<file path="config.mk">
export PLATFORM = sky130hd
export DESIGN_NAME = regfile_wb_arbiter_flat
export DESIGN_NICKNAME = d
export VERILOG_FILES = /design/src/rtl/regfile_wb_arbiter_pkg.sv /design/src/rtl/regfile_wb_arbiter_if.sv /design/src/rtl/regfile_wb_arbiter_wb_scoreboard.sv /design/src/rtl/regfile_wb_arbiter.sv /design/src/flat_wrapper.sv
export SDC_FILE = /design/constraint.sdc
export NUM_CORES = 1
export LEC_CHECK = 0
export ABC_CLOCK_PERIOD_IN_PS = 4400
export BUFFER_PORTS_ARGS = -buffer_cell sky130_fd_sc_hd__buf_2
export CAP_MARGIN = 20
export CORE_MARGIN = 3
export CORE_UTILIZATION = 30
export DETAILED_ROUTE_END_ITERATION = 10
export GPL_TIMING_DRIVEN = 1
export SYNTH_ARGS = -nofsm -noshare
export SYNTH_HDL_FRONTEND = slang
export SYNTH_SLANG_ARGS = --single-unit
</file>
<file path="constraint.sdc">
create_clock -name clk -period 4.4 [get_ports clk]
set_clock_uncertainty 0.1 [all_clocks]
set_input_delay 0.22 -clock clk [delete_from_list [all_inputs] [get_ports clk]]
set_output_delay 0.22 -clock clk [all_outputs]
set_load 0.1 [all_outputs]
</file>
<file path="src/rtl/regfile_wb_arbiter_pkg.sv">
// Shared definitions for the register-file writeback arbiter: index and data
// widths, the "no write" select code and the requester encoding.
package regfile_wb_arbiter_pkg;

  localparam int REG_IDX_W = 5;
  localparam int DATA_W    = 32;

  // Bit 5 set means "no register-file write this cycle".
  localparam logic [5:0] NO_WRITE = 6'b100000;

  typedef logic [REG_IDX_W-1:0] reg_idx_t;
  typedef logic [DATA_W-1:0]    data_t;

  // Identifies which requester was granted most recently.
  typedef enum logic {
    REQ_ALU = 1'b0,
    REQ_MEM = 1'b1
  } req_e;

endpackage

</file>
<file path="src/rtl/regfile_wb_arbiter_if.sv">
// Writeback bus between the ALU/load units, the issue stage and the
// register-file arbiter. The master side is the surrounding pipeline; the
// slave side is the arbiter.
interface regfile_wb_arbiter_if;
  import regfile_wb_arbiter_pkg::*;

  // ALU writeback request
  logic       alu_valid;
  reg_idx_t   alu_sel;
  data_t      alu_data;
  logic       alu_ready;

  // Load writeback request
  logic       mem_valid;
  reg_idx_t   mem_sel;
  data_t      mem_data;
  logic       mem_ready;

  // Issue-stage scoreboard access
  logic       reserve_valid;
  reg_idx_t   reserve_sel;
  reg_idx_t   read_a;
  reg_idx_t   read_b;
  logic       stall;

  // Register-file write port
  logic [5:0] write_sel;
  data_t      data_in;

  modport master (
    output alu_valid, alu_sel, alu_data,
    output mem_valid, mem_sel, mem_data,
    output reserve_valid, reserve_sel, read_a, read_b,
    input  alu_ready, mem_ready, stall, write_sel, data_in
  );

  modport slave (
    input  alu_valid, alu_sel, alu_data,
    input  mem_valid, mem_sel, mem_data,
    input  reserve_valid, reserve_sel, read_a, read_b,
    output alu_ready, mem_ready, stall, write_sel, data_in
  );

endinterface

</file>
<file path="src/rtl/regfile_wb_arbiter_wb_scoreboard.sv">
// Load-hazard scoreboard: one pending bit per architectural register. The
// issue stage sets a bit when it issues a load; the accepted load writeback
// clears it. A same-cycle set wins over a clear. Register 0 never pends.
module wb_scoreboard
  import regfile_wb_arbiter_pkg::*;
#(
  parameter int NREG = 32
) (
  input  logic     clk,
  input  logic     reset,
  input  logic     set_valid,
  input  reg_idx_t set_sel,
  input  logic     clr_valid,
  input  reg_idx_t clr_sel,
  input  reg_idx_t look_a,
  input  reg_idx_t look_b,
  output logic     pend_a,
  output logic     pend_b
);

  logic [NREG-1:0] pending;
  logic [NREG-1:0] set_mask;
  logic [NREG-1:0] clr_mask;

  // Decode the set and clear requests into one-hot masks; reserving r0 is dropped.
  always_comb begin
    // NOTE: every always_comb output gets a default first so no path can leave it unassigned and infer a latch.
    set_mask = '0;
    clr_mask = '0;
    if (set_valid && (set_sel != '0)) set_mask[set_sel] = 1'b1;
    if (clr_valid)                    clr_mask[clr_sel] = 1'b1;
  end

  // Update the pending vector; the set mask is applied last so reserve wins.
  always_ff @(posedge clk) begin
    // NOTE: the pending vector is a plain flop bank, not a RAM, so it can and must be cleared by reset.
    if (reset) pending <= '0;
    else       pending <= (pending & ~clr_mask) | set_mask;
  end

  // Lookups read the registered state only, so a same-cycle clear is not forwarded.
  assign pend_a = (look_a != '0) && pending[look_a];
  assign pend_b = (look_b != '0) && pending[look_b];

endmodule

</file>
<file path="src/rtl/regfile_wb_arbiter.sv">
// Register-file writeback arbiter. Two writeback sources (ALU, load) share a
// single register-file write port. Contention is resolved round-robin, the
// winner's write is registered onto write_sel/data_in one cycle later, and a
// scoreboard of outstanding loads drives the issue-stage stall.
module regfile_wb_arbiter #(
  parameter int         NREG     = 32,
  parameter logic [5:0] NO_WRITE = regfile_wb_arbiter_pkg::NO_WRITE
) (
  input  logic                 clk,
  input  logic                 reset,
  regfile_wb_arbiter_if.slave  bus
);
  import regfile_wb_arbiter_pkg::*;

  req_e       last_grant;
  logic       grant_alu;
  logic       grant_mem;
  reg_idx_t   win_sel;
  data_t      win_data;
  logic [5:0] write_sel_q;
  data_t      data_in_q;
  logic       pend_a;
  logic       pend_b;

  // Round-robin grant: a lone requester always wins; on contention the
  // requester not granted most recently wins. Nothing is granted in reset.
  always_comb begin
    grant_alu = 1'b0;
    grant_mem = 1'b0;
    if (!reset) begin
      if (bus.alu_valid && bus.mem_valid) begin
        if (last_grant == REQ_MEM) grant_alu = 1'b1;
        else                       grant_mem = 1'b1;
      end else begin
        grant_alu = bus.alu_valid;
        grant_mem = bus.mem_valid;
      end
    end
  end

  assign bus.alu_ready = grant_alu;
  assign bus.mem_ready = grant_mem;

  // Select the winning request's destination and data.
  always_comb begin
    win_sel  = bus.mem_sel;
    win_data = bus.mem_data;
    if (grant_alu) begin
      win_sel  = bus.alu_sel;
      win_data = bus.alu_data;
    end
  end

  // Last-grant pointer and registered register-file write port. A write to
  // r0 becomes a no-write with zero data; an idle cycle holds data_in.
  always_ff @(posedge clk) begin
    // NOTE: sequential state uses non-blocking assignments so every flop samples pre-edge values.
    if (reset) begin
      last_grant  <= REQ_MEM;
      write_sel_q <= NO_WRITE;
      data_in_q   <= '0;
    end else if (grant_alu || grant_mem) begin
      last_grant <= grant_alu ? REQ_ALU : REQ_MEM;
      if (win_sel == '0) begin
        write_sel_q <= NO_WRITE;
        data_in_q   <= '0;
      end else begin
        write_sel_q <= {1'b0, win_sel};
        data_in_q   <= win_data;
      end
    end else begin
      write_sel_q <= NO_WRITE;
    end
  end

  assign bus.write_sel = write_sel_q;
  assign bus.data_in   = data_in_q;

  wb_scoreboard #(
    .NREG (NREG)
  ) u_scoreboard (
    .clk       (clk),
    .reset     (reset),
    .set_valid (bus.reserve_valid),
    .set_sel   (bus.reserve_sel),
    .clr_valid (grant_mem),
    .clr_sel   (bus.mem_sel),
    .look_a    (bus.read_a),
    .look_b    (bus.read_b),
    .pend_a    (pend_a),
    .pend_b    (pend_b)
  );

  assign bus.stall = pend_a | pend_b;

endmodule

</file>
<file path="src/flat_wrapper.sv">
// flat-port wrapper written by rule: the top's interface ports become plain ports
module regfile_wb_arbiter_flat import regfile_wb_arbiter_pkg::*;
#(
  parameter int         NREG     = 32,
  parameter logic [5:0] NO_WRITE = regfile_wb_arbiter_pkg::NO_WRITE
)
  (clk, reset, bus_alu_valid, bus_alu_sel, bus_alu_data, bus_mem_valid, bus_mem_sel, bus_mem_data, bus_reserve_valid, bus_reserve_sel, bus_read_a, bus_read_b, bus_alu_ready, bus_mem_ready, bus_stall, bus_write_sel, bus_data_in);
  regfile_wb_arbiter_if bus_i ();
  input  logic clk;
  input  logic reset;
  input wire logic [$bits(bus_i.alu_valid)-1:0] bus_alu_valid;
  input wire logic [$bits(bus_i.alu_sel)-1:0] bus_alu_sel;
  input wire logic [$bits(bus_i.alu_data)-1:0] bus_alu_data;
  input wire logic [$bits(bus_i.mem_valid)-1:0] bus_mem_valid;
  input wire logic [$bits(bus_i.mem_sel)-1:0] bus_mem_sel;
  input wire logic [$bits(bus_i.mem_data)-1:0] bus_mem_data;
  input wire logic [$bits(bus_i.reserve_valid)-1:0] bus_reserve_valid;
  input wire logic [$bits(bus_i.reserve_sel)-1:0] bus_reserve_sel;
  input wire logic [$bits(bus_i.read_a)-1:0] bus_read_a;
  input wire logic [$bits(bus_i.read_b)-1:0] bus_read_b;
  output wire logic [$bits(bus_i.alu_ready)-1:0] bus_alu_ready;
  output wire logic [$bits(bus_i.mem_ready)-1:0] bus_mem_ready;
  output wire logic [$bits(bus_i.stall)-1:0] bus_stall;
  output wire logic [$bits(bus_i.write_sel)-1:0] bus_write_sel;
  output wire logic [$bits(bus_i.data_in)-1:0] bus_data_in;
  assign bus_i.alu_valid = bus_alu_valid;
  assign bus_i.alu_sel = bus_alu_sel;
  assign bus_i.alu_data = bus_alu_data;
  assign bus_i.mem_valid = bus_mem_valid;
  assign bus_i.mem_sel = bus_mem_sel;
  assign bus_i.mem_data = bus_mem_data;
  assign bus_i.reserve_valid = bus_reserve_valid;
  assign bus_i.reserve_sel = bus_reserve_sel;
  assign bus_i.read_a = bus_read_a;
  assign bus_i.read_b = bus_read_b;
  assign bus_alu_ready = bus_i.alu_ready;
  assign bus_mem_ready = bus_i.mem_ready;
  assign bus_stall = bus_i.stall;
  assign bus_write_sel = bus_i.write_sel;
  assign bus_data_in = bus_i.data_in;
  regfile_wb_arbiter #(.NREG(NREG), .NO_WRITE(NO_WRITE)) u_core (.clk(clk), .reset(reset), .bus(bus_i));
endmodule
</file>
==> results.py, run 1 <==
metrics = {
    "power_and_ir_drop": {
        "p_comb_share_pct": 23.1,
        "p_int_w": 0.00124,
        "ir_drop_uv": 190,
        "power_density_nw_per_um2": 401,
        "leakage_nw": 2.06,
        "switching_share_pct": 32.7,
        "clock_power_share_pct": 39.4,
        "p_sw_w": 0.000602,
        "seq_power_share_pct": 37.5,
    },
    "worst_setup_path": {
        "required_ns": 4.54,
        "criticalPathCategory": "flip-flop to flip-flop",
        "crit_family": "simple AND/OR/NAND/NOR gates",
        "cp-start-kind": "flip-flop",
        "cp_slowest_cell": "or4_2",
        "cp_data_arrival_time_ns": 2.66,
        "crit_buf_inv": 1,
        "cp-end-kind": "flip-flop",
        "path_max_fanout": 37,
        "worstPathCellList": "nor2b_2 > or3_4 > clkinv_4 > nor4_1 > or4_2 > o21ai_0",
        "crit_path_max_incr_delay_ns": 1.02,
    },
    "cells_and_area": {
        "stdcell_count": 656,
        "layout_common_cells": "buf_2, nand2_1, dfxtp_1",
        "final_layout_size_suffix_gt1_share_pct": 40.2,
        "syn2layout_area_growth_pct": 27.6,
        "layout_commonest_cell": "buf_2",
        "fill_cells": 1135,
        "diodes": 0,
        "nNetsFinal": 603,
    },
    "clock_tree": {
        "cts_resized": 0,
        "htree_levels": 3,
        "clock_sinks": 71,
        "post_cts_buffers": 0,
        "numCtsBuffers": 9,
        "cts_hold_buf": 0,
        "cts_tree": "yes",
        "cts.path.max_buffers": 2,
        "clock_latency_ns": 0.33,
        "clkTransAtPathRegs_ns": 0.05,
        "cts_root_buf": "clkbuf_16",
    },
    "outcome": {
        "outcome": "finished, final reports clean",
    },
    "placement": {
        "hpwlAfterDp_mm": 8.03,
        "port_buffers": 134,
        "gp_congestion": 0.825,
        "placed_cells": 641,
    },
    "die": {
        "fp.dieH_um": 116,
        "io_pins": 135,
        "die-area_um2": 13400,
        "rows": 39,
        "fp.coreArea_um2": 11600,
        "die_w_um": 116,
        "start_util_pct": 31.2,
    },
    "drt": {
        "wl_mm": 10.6,
        "ant_nets": 0,
        "drc": 0,
        "routedWlPerCell_um": 16.1,
        "drt_first_pass_iters": 4,
        "drt_iter0_drc": 144,
        "viasPerCell": 4.99,
        "vias": 3276,
    },
    "min_path": {
        "hold_path.class": "input port to flip-flop",
    },
    "synthesis": {
        "mappedNetlistArea_um2": 3600,
        "synth_top_family_by_area": "compound AO/OA/AOI/OAI gates",
        "muxShareOfSynthArea_pct": 19.3,
        "synth-edff-count": 0,
        "synth_seq_cells": 71,
        "yosysUniqueCellTypes": 43,
        "synth_fa_ha_area_share_pct": 0,
        "yosys_warnings": 0,
        "synth_flop_cell": "dfxtp_1",
        "netlist_instances": 385,
        "synthXorXnorAreaFrac_pct": 0,
        "synth-simple-area-share_pct": 16.6,
        "postSynth.asyncResetShare_pct": 0,
        "synth_compound_area_share_pct": 19.4,
        "synth-seq-area-share_pct": 39.4,
        "avgSynthCellArea_um2": 9.36,
        "synthesis.nets": 479,
    },
    "global_route": {
        "grt_max_degree": 39,
        "grt_pass1_vias": 3286,
        "grt_pass1_wl_mm": 16.7,
        "grt_usage_pct": 16.4,
        "gr-total-overflow": 0,
        "antenna_found_initial": 1,
    },
    "timing": {
        "tns_ns": 0,
        "rsz0062_at_grt": "false",
        "final-setup-viol-count": 0,
        "worst_pin_slew_ns": 1.03,
        "period_needed_ns": 2.52,
        "report.final.slew_viol_count": 0,
        "hold_violations": 0,
        "fin_crit_sh_pct": 57.3,
        "fmax_ghz": 0.397,
        "slew_headroom_pct": 31.2,
    },
    "flow_run": {
        "cap_viol_max_count": 0,
    },
}
layer usage:
layer	wire length (um)	up-vias	global-route usage [%]	part of all wire [%]
met1	4490	1481	20.7	42
met5	13	-	0	0.12
met3	933	16	4.96	8.8
met4	217	2	6.65	2.1
met2	4920	143	26.2	47
li1	-	1634	-	-
synthesized netlist by cell type (3+ instances only):
| master | count | area, um^2 |
|---|---|---|
| clkbuf_1 | 9 | 33.8 |
| nor2_1 | 10 | 37.5 |
| a21oi_1 | 33 | 165 |
| nor3b_1 | 6 | 45.0 |
| mux4_2 | 14 | 315 |
| nand2_1 | 81 | 304 |
| a21oi_2 | 4 | 35.0 |
| mux2i_1 | 37 | 370 |
| o21ai_0 | 38 | 190 |
| buf_12 | 3 | 60.1 |
| nand3b_1 | 5 | 37.5 |
| buf_1 | 3 | 11.3 |
| o21ai_2 | 25 | 219 |
| and3b_1 | 4 | 35.0 |
| dfxtp_1 | 71 | 1420 |
| nand3_1 | 3 | 15.0 |
worst register-to-register path, stage by stage, from the launching register on:
cell and delay (ns):
dfxtp_1 0.38, nor2b_2 0.05, or3_4 0.39, clkinv_4 0.09
nor4_1 0.05, or4_2 1.02, o21ai_0 0.35
sequential cells by signal (all words and copies together) (netlist names):
name / flops
u_core.last_grant: 1
u_core.bus.write_sel: 6
u_core.bus.data_in: 32
u_core.u_scoreboard.pending: 32
cell families after synthesis:
| family | Yosys count |
|---|---|
| muxes | 52 |
| DFF | 71 |
| AOI/OAI and AO/OA | 111 |
| and+or+nand+nor | 125 |
| buffers and inverters | 26 |
final timing paths:
kind	from	to	slack [ns]	cells past startpoint
worst max register to register	u_core.last_grant	u_core.bus.data_in[24]	1.88	6
worst min-delay path	bus_alu_data[16]	u_core.bus.data_in[16]	0.06	3
worst max-delay path	u_core.last_grant	u_core.bus.data_in[24]	1.88	6
worst min register to register	u_core.bus.data_in[30]	u_core.bus.data_in[30]	0.35	2
metrics by stage:
step	power [W]	util, %	cell area [um^2]	setup slack [ns]	hold slack [ns]
2_1_floorplan	0.00104	-	3600	1.43	0.246
3_3_place_gp	0.00113	37.2	4300	1.69	0.333
3_5_place_dp	0.00113	37.2	4300	1.61	0.336
4_1_cts	0.00186	39.8	4600	1.86	0.0456
5_1_grt	0.00191	39.8	4600	1.75	0.0606
6_report	0.00184	39.8	4600	1.88	0.0580
power groups by stage:
stage	Combinational (W)	Clock (W)	Sequential (W)
6_report	0.000425	0.000725	0.000692
5_1_grt	0.000449	0.000769	0.000695
4_1_cts	0.000429	0.000739	0.000692
3_5_place_dp	0.000429	0	0.000705
3_3_place_gp	0.000424	0	0.000705
2_1_floorplan	0.000142	0	0.000895
area by class of cell:
| class | count | area [um^2] | share of cell area (%) |
|---|---|---|---|
| Timing Repair Buffer | 136 | 686 | 14.9 |
| Clock inverter | 4 | 45.0 | 0.980 |
| Multi-Input combinational cell | 288 | 2000 | 43.5 |
| Tap cell | 143 | 179 | 3.89 |
| Inverter | 3 | 16.3 | 0.354 |
| Clock buffer | 11 | 253 | 5.50 |
| Sequential cell | 71 | 1420 | 30.9 |
Power figures use the tool's default switching activity.
==> run 2: changes to the inputs <==
--- a/config.mk
+++ b/config.mk
@@ -5,7 +5,7 @@
 export SDC_FILE = /design/constraint.sdc
 export NUM_CORES = 1
 export LEC_CHECK = 0
-export ABC_CLOCK_PERIOD_IN_PS = 4400
+export ABC_CLOCK_PERIOD_IN_PS = 2500
 export BUFFER_PORTS_ARGS = -buffer_cell sky130_fd_sc_hd__buf_2
 export CAP_MARGIN = 20
 export CORE_MARGIN = 3
==> constraint.sdc (replaced) <==
create_clock -name clk -period 2.5 [get_ports clk]
set_clock_uncertainty 0.1 [all_clocks]
set_input_delay 0.125 -clock clk [delete_from_list [all_inputs] [get_ports clk]]
set_output_delay 0.125 -clock clk [all_outputs]
set_load 0.1 [all_outputs]
==> results.py, run 2 (synthesis results as in run 1) <==
metrics = {
    "outcome": {
        "outcome": "finished, final reports clean",
    },
    "timing": {
        "worst_pin_slew_ns": 0.694,
        "tns_ns": 0,
        "setup_ws_ns": 0.102,
        "final-setup-viol-count": 0,
        "fmax_ghz": 0.417,
        "hold_violations": 0,
        "report.final.slew_viol_count": 0,
        "hold_slack_ns": 0.0271,
        "period_needed_ns": 2.40,
        "slew_headroom_pct": 53.5,
        "rsz0062_at_grt": "false",
        "fin_crit_sh_pct": 95.9,
    },
    "worst_setup_path": {
        "path_max_fanout": 30,
        "cp_data_arrival_time_ns": 2.51,
        "required_ns": 2.61,
        "cp_slowest_cell": "dlygate4sd3_1",
        "path_common_cell": "dlygate4sd3_1",
        "reg2reg_from": "u_core.last_grant",
        "criticalPathCategory": "input port to flip-flop",
        "crit_path_max_incr_delay_ns": 0.62,
        "cp-end-kind": "flip-flop",
        "worstPathCellList": "dlygate4sd3_1 > buf_2 > nor2b_2 > or3_4 > buf_8 > mux2i_1 > dlygate4sd3_1 > o21ai_2",
        "r2r_end": "u_core.bus.data_in[3]",
        "reg2reg_setup_slack_ns": 0.28,
        "crit_buf_inv": 4,
        "crit_family": "buffers and inverters",
        "reg2reg_depth": 6,
        "cp-start-kind": "input port",
    },
    "die": {
        "io_pins": 135,
        "die_w_um": 116,
        "fp.coreArea_um2": 11600,
        "start_util_pct": 31.2,
        "fp.dieH_um": 116,
        "die-area_um2": 13400,
        "rows": 39,
    },
    "global_route": {
        "gr-usage-met3_pct": 5.69,
        "use_met2_pct": 32.6,
        "grt_usage_pct": 18.9,
        "gr-max-usage-layer": "met2",
        "use_met1_pct": 22.2,
        "grt_pass1_wl_mm": 19.6,
        "grt_pass1_vias": 3872,
        "antenna_found_initial": 0,
        "gr-total-overflow": 0,
        "grt_max_degree": 38,
    },
    "drt": {
        "ant_nets": 0,
        "drt_first_pass_iters": 4,
        "drc": 0,
        "drt_iter0_drc": 148,
        "wl_mm": 12.2,
        "routedWlPerCell_um": 16.7,
        "vias": 3694,
        "viasPerCell": 5.06,
    },
    "clock_tree": {
        "clock_latency_ns": 0.33,
        "clkTransAtPathRegs_ns": 0.06,
        "post_cts_buffers": 0,
        "cts_tree": "yes",
        "numCtsBuffers": 9,
        "clock_sinks": 71,
        "cts_root_buf": "clkbuf_16",
        "cts.path.max_buffers": 2,
        "htree_levels": 3,
    },
    "cells_and_area": {
        "syn2layout_area_growth_pct": 48.8,
        "layout_commonest_cell": "buf_2",
        "nNetsFinal": 676,
        "diodes": 0,
        "final_layout_size_suffix_gt1_share_pct": 36.8,
        "layout_common_cells": "buf_2, nand2_1, dlygate4sd3_1",
    },
    "placement": {
        "gp_congestion": 0.828,
        "pre_cts_slack_ns": 0.248,
        "port_buffers": 134,
        "hpwlAfterDp_mm": 8.20,
    },
    "power_and_ir_drop": {
        "power_density_nw_per_um2": 637,
        "leakage_nw": 2.38,
        "ir_drop_uv": 332,
    },
    "min_path": {
        "hold_end": "u_core.last_grant",
        "hold_path.class": "input port to flip-flop",
        "holdPathStages": 4,
        "hp-start": "bus_alu_valid",
    },
    "flow_run": {
        "cap_viol_max_count": 0,
    },
}
==> run 2: cell types whose count changed in the layout (fill, tap and decap cells not counted), sizes merged <==
| cell | previous run | this run |
|---|---|---|
| dlygate4sd3 | 0 | 70 |
| buf | 136 | 139 |
| clkbuf | 11 | 13 |
| clkinv | 4 | 3 |
==> run 2: final cells by class <==
cell class	count	area [um^2]
clock inverters	3	40.0
flip-flops and latches	71	1430
fillers	1082	6200
repair buffers	209	1420
inverters	3	16.3
well taps	143	179
clock buffers	13	270
multi-input cells	288	2010
==> run 2: worst max path at each step <==
stage | from | to | cells after the start
CTS | bus_mem_valid | u_core.bus.data_in[31] | 9
global placement | bus_mem_valid | u_core.bus.data_in[25] | 8
finish | bus_mem_valid | u_core.bus.data_in[3] | 8
detailed placement | u_core.last_grant | u_core.bus.data_in[23] | 7
global route | bus_mem_valid | u_core.bus.data_in[3] | 8
floorplan | u_core.u_scoreboard.pending[11] | bus_stall | 5
==> run 2: repair_timing <==
item / 4_1_cts / 5_1_grt
hold buffers: 70 / 0
setup endpoints to repair: 0 / 28
hold endpoints to repair: 37 / 0
resized for setup: 0 / 4
==> run 2: per-layer routing <==
| metal | vias up | routed length (um) |
|---|---|---|
| li1 | 1784 | - |
| met1 | 1740 | 4950 |
| met2 | 150 | 6010 |
| met3 | 20 | 948 |
| met4 | 0 | 277 |
| met5 | - | 0 |
==> run 2: per-stage QoR <==
step	util [%]	power, W	instances	cell area [um^2]
2_1_floorplan	-	0.00183	385	3640
3_3_place_gp	37.6	0.00199	644	4340
3_5_place_dp	37.6	0.00200	644	4340
4_1_cts	46.3	0.00344	730	5350
5_1_grt	46.4	0.00355	730	5370
6_report	46.4	0.00342	730	5370
==> run 2: power breakdown <==
group          internal [W]  switching (W)
registers           0.00119      0.0000302
logic              0.000274       0.000599
clock network      0.000851       0.000477
==> run 2: worst register-to-register path, stage by stage, from the launching register on <==
cell and delay, ns:
dfxtp_1 0.38, nor2b_2 0.06, or3_4 0.41, buf_8 0.24, mux2i_1 0.24, dlygate4sd3_1 0.62
o21ai_2 0.06
